$ cat src/rtl/binarization_ctrl_if.sv
// Bus bundle between a frame source / config master and binarization_ctrl.
// Carries the pixel stream, the config write port and the committed threshold outputs.
interface binarization_ctrl_if #(
  parameter int PIXEL_WIDTH = 8,
  parameter int CNT_WIDTH   = 20
);
  // Config handshake: the master holds cfg_wr high for one cycle per write
  // (back-to-back cycles are separate writes). There is no ready; every write
  // is accepted, and the slave raises cfg_ack for exactly one cycle after it.
  logic                   frame_start;
  logic                   edge_valid;
  logic [PIXEL_WIDTH-1:0] edge_magnitude;
  logic                   cfg_wr;
  logic [1:0]             cfg_addr;
  logic [CNT_WIDTH-1:0]   cfg_wdata;
  logic                   cfg_ack;
  logic [PIXEL_WIDTH-1:0] threshold;
  logic [1:0]             threshold_mode;
  logic                   update_pulse;
  logic [CNT_WIDTH-1:0]   last_edge_count;
  logic                   overrun;
  logic [1:0]             dbg_state;
  logic                   dbg_auto_en;
  logic [PIXEL_WIDTH-1:0] dbg_manual_thr;

  modport master (
    output frame_start, edge_valid, edge_magnitude, cfg_wr, cfg_addr, cfg_wdata,
    input  cfg_ack, threshold, threshold_mode, update_pulse, last_edge_count, overrun,
    input  dbg_state, dbg_auto_en, dbg_manual_thr
  );

  modport slave (
    input  frame_start, edge_valid, edge_magnitude, cfg_wr, cfg_addr, cfg_wdata,
    output cfg_ack, threshold, threshold_mode, update_pulse, last_edge_count, overrun,
    output dbg_state, dbg_auto_en, dbg_manual_thr
  );
endinterface

$ cat src/rtl/binarization_ctrl.sv
// Per-frame threshold controller: counts strong edges each frame and commits
// either a manual threshold or an auto-adjusted one at frame boundaries.
module binarization_ctrl #(
  parameter int PIXEL_WIDTH       = 8,
  parameter int CNT_WIDTH         = 20,
  parameter int DEFAULT_THRESHOLD = 100,
  parameter int THR_MIN           = 16,
  parameter int THR_MAX           = 240,
  parameter int STEP              = 4
) (
  input  logic                clk,
  input  logic                rst_n,
  binarization_ctrl_if.slave  bus
);

  typedef logic [PIXEL_WIDTH-1:0] pix_t;
  typedef logic [PIXEL_WIDTH:0]   ext_t;
  typedef logic [CNT_WIDTH-1:0]   cnt_t;

  typedef enum logic [1:0] {
    S_IDLE  = 2'd0,
    S_ACCUM = 2'd1,
    S_EVAL  = 2'd2,
    S_APPLY = 2'd3
  } state_t;

  localparam pix_t L_DEF  = pix_t'(DEFAULT_THRESHOLD);
  localparam ext_t L_STEP = ext_t'(STEP);
  localparam ext_t L_MIN  = ext_t'(THR_MIN);
  localparam ext_t L_MAX  = ext_t'(THR_MAX);

  // Shadow configuration, written by the cfg port
  pix_t       r_sh_manual;
  logic [1:0] r_sh_mode;
  logic       r_sh_auto;
  cnt_t       r_sh_tlow;
  cnt_t       r_sh_thigh;
  logic       r_cfg_ack;

  // Active configuration, loaded from shadow only at commit
  pix_t       r_act_manual;
  logic       r_act_auto;
  cnt_t       r_act_tlow;
  cnt_t       r_act_thigh;

  state_t     r_state;
  pix_t       r_threshold;
  logic [1:0] r_mode;
  pix_t       r_cand;
  cnt_t       r_cnt;
  cnt_t       r_last;
  logic       r_update;
  logic       r_overrun;

  logic       w_hit;
  cnt_t       w_cnt_inc;
  ext_t       w_thr_ext;
  ext_t       w_up;
  ext_t       w_up_cl;
  ext_t       w_dn_cl;
  pix_t       w_cand;

  always_comb begin
    w_hit     = bus.edge_valid && (bus.edge_magnitude > r_threshold);
    w_cnt_inc = (r_cnt == '1) ? r_cnt : r_cnt + cnt_t'(1);
    w_thr_ext = {1'b0, r_threshold};
    w_up      = w_thr_ext + L_STEP;
    w_up_cl   = (w_up > L_MAX) ? L_MAX : w_up;
    // Decrement is floored before subtracting so the 9-bit value never wraps
    w_dn_cl   = (w_thr_ext >= (L_STEP + L_MIN)) ? (w_thr_ext - L_STEP) : L_MIN;
    w_cand    = r_threshold;
    if (r_act_auto) begin
      if (r_last > r_act_thigh) begin
        w_cand = w_up_cl[PIXEL_WIDTH-1:0];
      end else if (r_last < r_act_tlow) begin
        w_cand = w_dn_cl[PIXEL_WIDTH-1:0];
      end
    end
  end

  always_ff @(posedge clk or negedge rst_n) begin
    if (!rst_n) begin
      r_sh_manual <= L_DEF;
      r_sh_mode   <= 2'b00;
      r_sh_auto   <= 1'b0;
      r_sh_tlow   <= '0;
      r_sh_thigh  <= '1;
      r_cfg_ack   <= 1'b0;
    end else begin
      r_cfg_ack <= bus.cfg_wr;
      if (bus.cfg_wr) begin
        case (bus.cfg_addr)
          2'd0: r_sh_manual <= bus.cfg_wdata[PIXEL_WIDTH-1:0];
          2'd1: begin
            r_sh_mode <= bus.cfg_wdata[1:0];
            r_sh_auto <= bus.cfg_wdata[2];
          end
          2'd2: r_sh_tlow  <= bus.cfg_wdata;
          default: r_sh_thigh <= bus.cfg_wdata;
        endcase
      end
    end
  end

  always_ff @(posedge clk or negedge rst_n) begin
    if (!rst_n) begin
      r_state      <= S_IDLE;
      r_threshold  <= L_DEF;
      r_mode       <= 2'b00;
      r_act_manual <= L_DEF;
      r_act_auto   <= 1'b0;
      r_act_tlow   <= '0;
      r_act_thigh  <= '1;
      r_cand       <= L_DEF;
      r_cnt        <= '0;
      r_last       <= '0;
      r_update     <= 1'b0;
      r_overrun    <= 1'b0;
    end else begin
      r_update <= 1'b0;
      case (r_state)
        S_IDLE: begin
          r_cnt <= '0;
          if (bus.frame_start) begin
            // First frame commits shadow as-is, no auto adjustment
            r_cand  <= r_threshold;
            r_state <= S_APPLY;
          end
        end
        S_ACCUM: begin
          if (bus.frame_start) begin
            r_last  <= r_cnt;
            r_cnt   <= w_hit ? cnt_t'(1) : '0;
            r_state <= S_EVAL;
          end else if (w_hit) begin
            r_cnt <= w_cnt_inc;
          end
        end
        S_EVAL: begin
          if (w_hit) r_cnt <= w_cnt_inc;
          if (bus.frame_start) r_overrun <= 1'b1;
          r_cand  <= w_cand;
          r_state <= S_APPLY;
        end
        default: begin
          if (w_hit) r_cnt <= w_cnt_inc;
          if (bus.frame_start) r_overrun <= 1'b1;
          r_act_manual <= r_sh_manual;
          r_act_auto   <= r_sh_auto;
          r_act_tlow   <= r_sh_tlow;
          r_act_thigh  <= r_sh_thigh;
          r_threshold  <= r_sh_auto ? r_cand : r_sh_manual;
          r_mode       <= r_sh_mode;
          r_update     <= 1'b1;
          r_state      <= S_ACCUM;
        end
      endcase
    end
  end

  assign bus.cfg_ack         = r_cfg_ack;
  assign bus.threshold       = r_threshold;
  assign bus.threshold_mode  = r_mode;
  assign bus.update_pulse    = r_update;
  assign bus.last_edge_count = r_last;
  assign bus.overrun         = r_overrun;
  assign bus.dbg_state       = r_state;
  assign bus.dbg_auto_en     = r_act_auto;
  assign bus.dbg_manual_thr  = r_act_manual;

endmodule

$ cat src/flat_wrapper.sv
// flat-port wrapper written by rule: the top's interface ports become plain ports
module binarization_ctrl_flat 
#(
  parameter int PIXEL_WIDTH       = 8,
  parameter int CNT_WIDTH         = 20,
  parameter int DEFAULT_THRESHOLD = 100,
  parameter int THR_MIN           = 16,
  parameter int THR_MAX           = 240,
  parameter int STEP              = 4
)
  (clk, rst_n, bus_frame_start, bus_edge_valid, bus_edge_magnitude, bus_cfg_wr, bus_cfg_addr, bus_cfg_wdata, bus_cfg_ack, bus_threshold, bus_threshold_mode, bus_update_pulse, bus_last_edge_count, bus_overrun, bus_dbg_state, bus_dbg_auto_en, bus_dbg_manual_thr);
  binarization_ctrl_if #(.PIXEL_WIDTH(PIXEL_WIDTH), .CNT_WIDTH(CNT_WIDTH)) bus_i ();
  input  logic clk;
  input  logic rst_n;
  input wire logic [$bits(bus_i.frame_start)-1:0] bus_frame_start;
  input wire logic [$bits(bus_i.edge_valid)-1:0] bus_edge_valid;
  input wire logic [$bits(bus_i.edge_magnitude)-1:0] bus_edge_magnitude;
  input wire logic [$bits(bus_i.cfg_wr)-1:0] bus_cfg_wr;
  input wire logic [$bits(bus_i.cfg_addr)-1:0] bus_cfg_addr;
  input wire logic [$bits(bus_i.cfg_wdata)-1:0] bus_cfg_wdata;
  output wire logic [$bits(bus_i.cfg_ack)-1:0] bus_cfg_ack;
  output wire logic [$bits(bus_i.threshold)-1:0] bus_threshold;
  output wire logic [$bits(bus_i.threshold_mode)-1:0] bus_threshold_mode;
  output wire logic [$bits(bus_i.update_pulse)-1:0] bus_update_pulse;
  output wire logic [$bits(bus_i.last_edge_count)-1:0] bus_last_edge_count;
  output wire logic [$bits(bus_i.overrun)-1:0] bus_overrun;
  output wire logic [$bits(bus_i.dbg_state)-1:0] bus_dbg_state;
  output wire logic [$bits(bus_i.dbg_auto_en)-1:0] bus_dbg_auto_en;
  output wire logic [$bits(bus_i.dbg_manual_thr)-1:0] bus_dbg_manual_thr;
  assign bus_i.frame_start = bus_frame_start;
  assign bus_i.edge_valid = bus_edge_valid;
  assign bus_i.edge_magnitude = bus_edge_magnitude;
  assign bus_i.cfg_wr = bus_cfg_wr;
  assign bus_i.cfg_addr = bus_cfg_addr;
  assign bus_i.cfg_wdata = bus_cfg_wdata;
  assign bus_cfg_ack = bus_i.cfg_ack;
  assign bus_threshold = bus_i.threshold;
  assign bus_threshold_mode = bus_i.threshold_mode;
  assign bus_update_pulse = bus_i.update_pulse;
  assign bus_last_edge_count = bus_i.last_edge_count;
  assign bus_overrun = bus_i.overrun;
  assign bus_dbg_state = bus_i.dbg_state;
  assign bus_dbg_auto_en = bus_i.dbg_auto_en;
  assign bus_dbg_manual_thr = bus_i.dbg_manual_thr;
  binarization_ctrl #(.PIXEL_WIDTH(PIXEL_WIDTH), .CNT_WIDTH(CNT_WIDTH), .DEFAULT_THRESHOLD(DEFAULT_THRESHOLD), .THR_MIN(THR_MIN), .THR_MAX(THR_MAX), .STEP(STEP)) u_core (.clk(clk), .rst_n(rst_n), .bus(bus_i));
endmodule
$ cat config.mk
export PLATFORM = sky130hd
export DESIGN_NAME = binarization_ctrl_flat
export DESIGN_NICKNAME = d
export VERILOG_FILES = /design/src/rtl/binarization_ctrl_if.sv /design/src/rtl/binarization_ctrl.sv /design/src/flat_wrapper.sv
export SDC_FILE = /design/constraint.sdc
export NUM_CORES = 1
export LEC_CHECK = 0
export CAP_MARGIN = 20
export CORE_MARGIN = 8
export CORE_UTILIZATION = 55
export CTS_CLUSTER_SIZE = 8
export DETAILED_ROUTE_END_ITERATION = 10
export GPL_ROUTABILITY_DRIVEN = 1
export GPL_TIMING_DRIVEN = 0
export HOLD_SLACK_MARGIN = 0.02
export MAX_ROUTING_LAYER = met4
export PLACE_DENSITY = 0.78
export SETUP_SLACK_MARGIN = 0.5
export SLEW_MARGIN = 10
export SYNTH_ARGS = -nofsm -noshare
export SYNTH_HDL_FRONTEND = slang
export SYNTH_SLANG_ARGS = --single-unit
$ cat constraint.sdc
create_clock -name clk -period 7.4 [get_ports clk]
set_clock_uncertainty 0.1 [all_clocks]
set_input_delay 1.48 -clock clk [delete_from_list [all_inputs] [get_ports clk]]
set_output_delay 1.48 -clock clk [all_outputs]
set_load 0.005 [all_outputs]
==> flow_metrics.tcl <==
set metrics [dict create \
    setup_tns_ns 0 \
    hold_viol 0 \
    dpl.hpwl_um 15400 \
    antenna_found_initial 0 \
    synth-seq-cells 163 \
    dr.pass1.iters 5 \
    setup_violations 0 \
    cp.required_ns 7.64 \
    track_usage_pct 23.8 \
    dieArea_um2 19000 \
    post-route-min-period_ns 3.69 \
    min_period_over_period_pct 49.9 \
    synth_top_area_share_pct 34.0 \
    grt_overflow 0 \
    critPathKind "in -> reg" \
    cp-end-kind "flop" \
    final_cells 1035 \
    h-tree-depth 4 \
    nets 925 \
    postRouteAntennaNets 0 \
    hold_path.class "reg -> reg" \
    yosys.area_share.simple_pct 11.7 \
    drcViolationCount 0 \
    synth-compound-area-share_pct 12.1 \
    cp-start-kind "input port" \
    drv_cap 0 \
    final_max_slew_viol_count 0 \
    p_per_area_nw_per_um2 345 \
    dp_cells 1003 \
    wl_per_cell_um 20.1 \
    port_buffers 78 \
    arrival_ns 3.94 \
    core.rowCount 44 \
    grt_pass1_wl_um 33800 \
    numCtsBuffers 17 \
    viasPerCell 5.90 \
    initial_core_util_pct 56.2 \
    synth.area.mux_share_pct 13.2 \
    ir_worst_vdd_mv 0.203 \
    final_layout_size_suffix_gt1_share_pct 22.7 \
    synth_flop_cell "dfrtp_1" \
    crit_path_max_fanout 10 \
    synthTopCellsByArea "dfrtp_1 34%, dfstp_2 17%, mux2_2 12%" \
    place.gp.congestion 0.907 \
    grt_max_degree 99 \
    synth-adder-area-share_pct 7.96 \
    drt_iter0_drc 452 \
    drt_wl_total_um 20800 \
    clockRootBuffer "clkbuf_16" \
    top_level_ports 79 \
    synth_nets 827 \
    dp_slack_ns 3.27 \
    tightest_slew_ns 0.797 \
    cts-hold-fix-buffers 0 \
    fmax_mhz 271 \
    coreArea_um2 14500 \
    worst_slack_ns 3.71 \
    syn_area_um2 8170 \
    clock-sinks 163 \
    synth-edff-count 0 \
    ys_types 63 \
    synth_top_family_by_area "multiplexers" \
    status "completed" \
    cts_tree "built" \
    rsz0062_at_grt "false" \
    ys_async_sr_fraction_pct 100 \
    dr_total_vias 6106 \
    cts_setup_buffers 0 \
    yosys.area.top_type "dfrtp_1" \
    synth_seq_area_share_pct 50.7 \
    die_x_um 138 \
    grt_pass1_vias 6312 \
    die_y_um 138 \
    syn_avg_cell_area_um2 11.0 \
    fillers 1076 \
    synth_warnings 0 \
    maxSlewHeadroom_pct 46.9 \
    clk_latency_ns 0.43 \
    clock_path_buffers 2 \
    clk_pin_slew_worst_paths_ns 0.06 \
    cts-resized-gates 0 \
    syn-instance-count 740 \
    static-leakage-power_nw 4.30 \
    syn_to_final_growth_pct 19.7 \
    synth-xor-area-share_pct 0.321 \
    diodes 0 \
]
## area by class of cell
cell class                 count  area [µm²]  area share (%)
multi-input combinational    495        3700            37.8
clock buffer                  18         439            4.49
tap                          184         230            2.35
buffer                        30         136            1.39
timing repair buffer          79         813            8.31
sequential                   163        4140            42.3
clock inverter                14         130            1.33
inverter                      52         195            1.99
## synth_stat cells, types with 17 or more instances
| cell | number |
|---|---|
| inv_1 | 51 |
| nor2_1 | 20 |
| dfstp_2 | 52 |
| mux2_2 | 84 |
| a21oi_1 | 33 |
| clkbuf_1 | 19 |
| nand4_1 | 17 |
| o21ai_0 | 59 |
| dfrtp_1 | 111 |
| nand2_1 | 78 |
| nand3_1 | 23 |
| ha_1 | 52 |
## worst max-delay path, stage by stage
cell,delay [ns]
clkdlybuf4s50_1,0.41
ha_1,0.29
nor2b_1,0.13
o21a_1,0.16
o21a_1,0.16
o21bai_1,0.19
a21o_1,0.29
buf_2,0.25
buf_2,0.25
o21ai_0,0.13
a21oi_1,0.18
## per-layer routing
layer | vias up | routed length [µm] | part of all wire, % | track usage, %
met5 | - | 0 | 0 | -
met4 | 0 | 444 | 2.1 | 8.84
met3 | 27 | 1120 | 5.4 | 4.31
met2 | 167 | 9970 | 48 | 36.1
met1 | 3056 | 9230 | 44 | 31.4
li1 | 2856 | - | - | -
## layout by cell type, fill, tap and decap left out, types with 17 or more instances in the layout
cell / count
a21oi_1: 33
clkbuf_1: 19
clkbuf_16: 17
clkdlybuf4s50_1: 77
dfrtp_1: 111
dfstp_2: 52
ha_1: 52
inv_1: 51
mux2_2: 84
nand2_1: 78
nand3_1: 23
nand4_1: 17
nor2_1: 20
o21ai_0: 59
## sequential cells by signal, indices dropped and copies added, names as in the netlist
| register | count |
|---|---|
| u_core.r_act_tlow | 20 |
| u_core.bus.cfg_ack | 1 |
| u_core.r_cand | 8 |
| u_core.bus.dbg_auto_en | 1 |
| u_core.r_act_thigh | 20 |
| u_core.r_sh_auto | 1 |
| u_core.r_sh_tlow | 20 |
| u_core.bus.last_edge_count | 20 |
| u_core.bus.dbg_manual_thr | 8 |
| u_core.bus.dbg_state | 2 |
| u_core.bus.threshold_mode | 2 |
| u_core.bus.threshold | 8 |
| u_core.r_sh_thigh | 20 |
| u_core.bus.overrun | 1 |
| u_core.r_sh_mode | 2 |
| u_core.r_cnt | 20 |
| u_core.r_sh_manual | 8 |
| u_core.bus.update_pulse | 1 |
## power breakdown
part	leakage, nW	switching [W]	internal [W]
Sequential	1.96	0.000168	0.00120
Combinational	2.07	0.000649	0.000514
Clock	0.271	0.000370	0.000475
Total	4.30	0.00119	0.00219
## final timing paths
kind / start / end / depth (start not counted) / slack (ns)
worst min register to register: u_core.bus.overrun / u_core.bus.overrun / 1 / 0.36
worst min-delay path: u_core.bus.overrun / u_core.bus.overrun / 1 / 0.36
min in group asynchronous: rst_n / u_core.r_act_tlow[19] / 1 / 0.88
worst max register to register: u_core.bus.threshold[5] / u_core.r_cnt[1] / 11 / 4.04
max in group asynchronous: rst_n / u_core.r_cand[5] / 2 / 5.44
worst max-delay path: bus_edge_magnitude[1] / u_core.r_cnt[1] / 11 / 3.71
## metrics by stage
step | hold WS (ns) | instance area [µm²] | utilization (%) | power [W]
detailed placement | 0.342 | 9220 | 63.4 | 0.00254
global route | 0.402 | 9790 | 67.3 | 0.00360
global placement | 0.342 | 9190 | 63.2 | 0.00248
CTS | 0.357 | 9790 | 67.3 | 0.00340
finish | 0.357 | 9790 | 67.3 | 0.00338
floorplan | 0.344 | 8170 | - | 0.00207
## cells by family (layout without fill, tap and decap cells)
kind of cell,after synthesis,after routing
AOI/OAI and AO/OA,155,155
xor gates and xnor gates,3,3
adders and majority gates,52,52
buffers and inverters,82,193
DFF,163,163
muxes,97,97
and+or+nand+nor,188,188
Note: power is estimated with default switching activity, not from simulation.
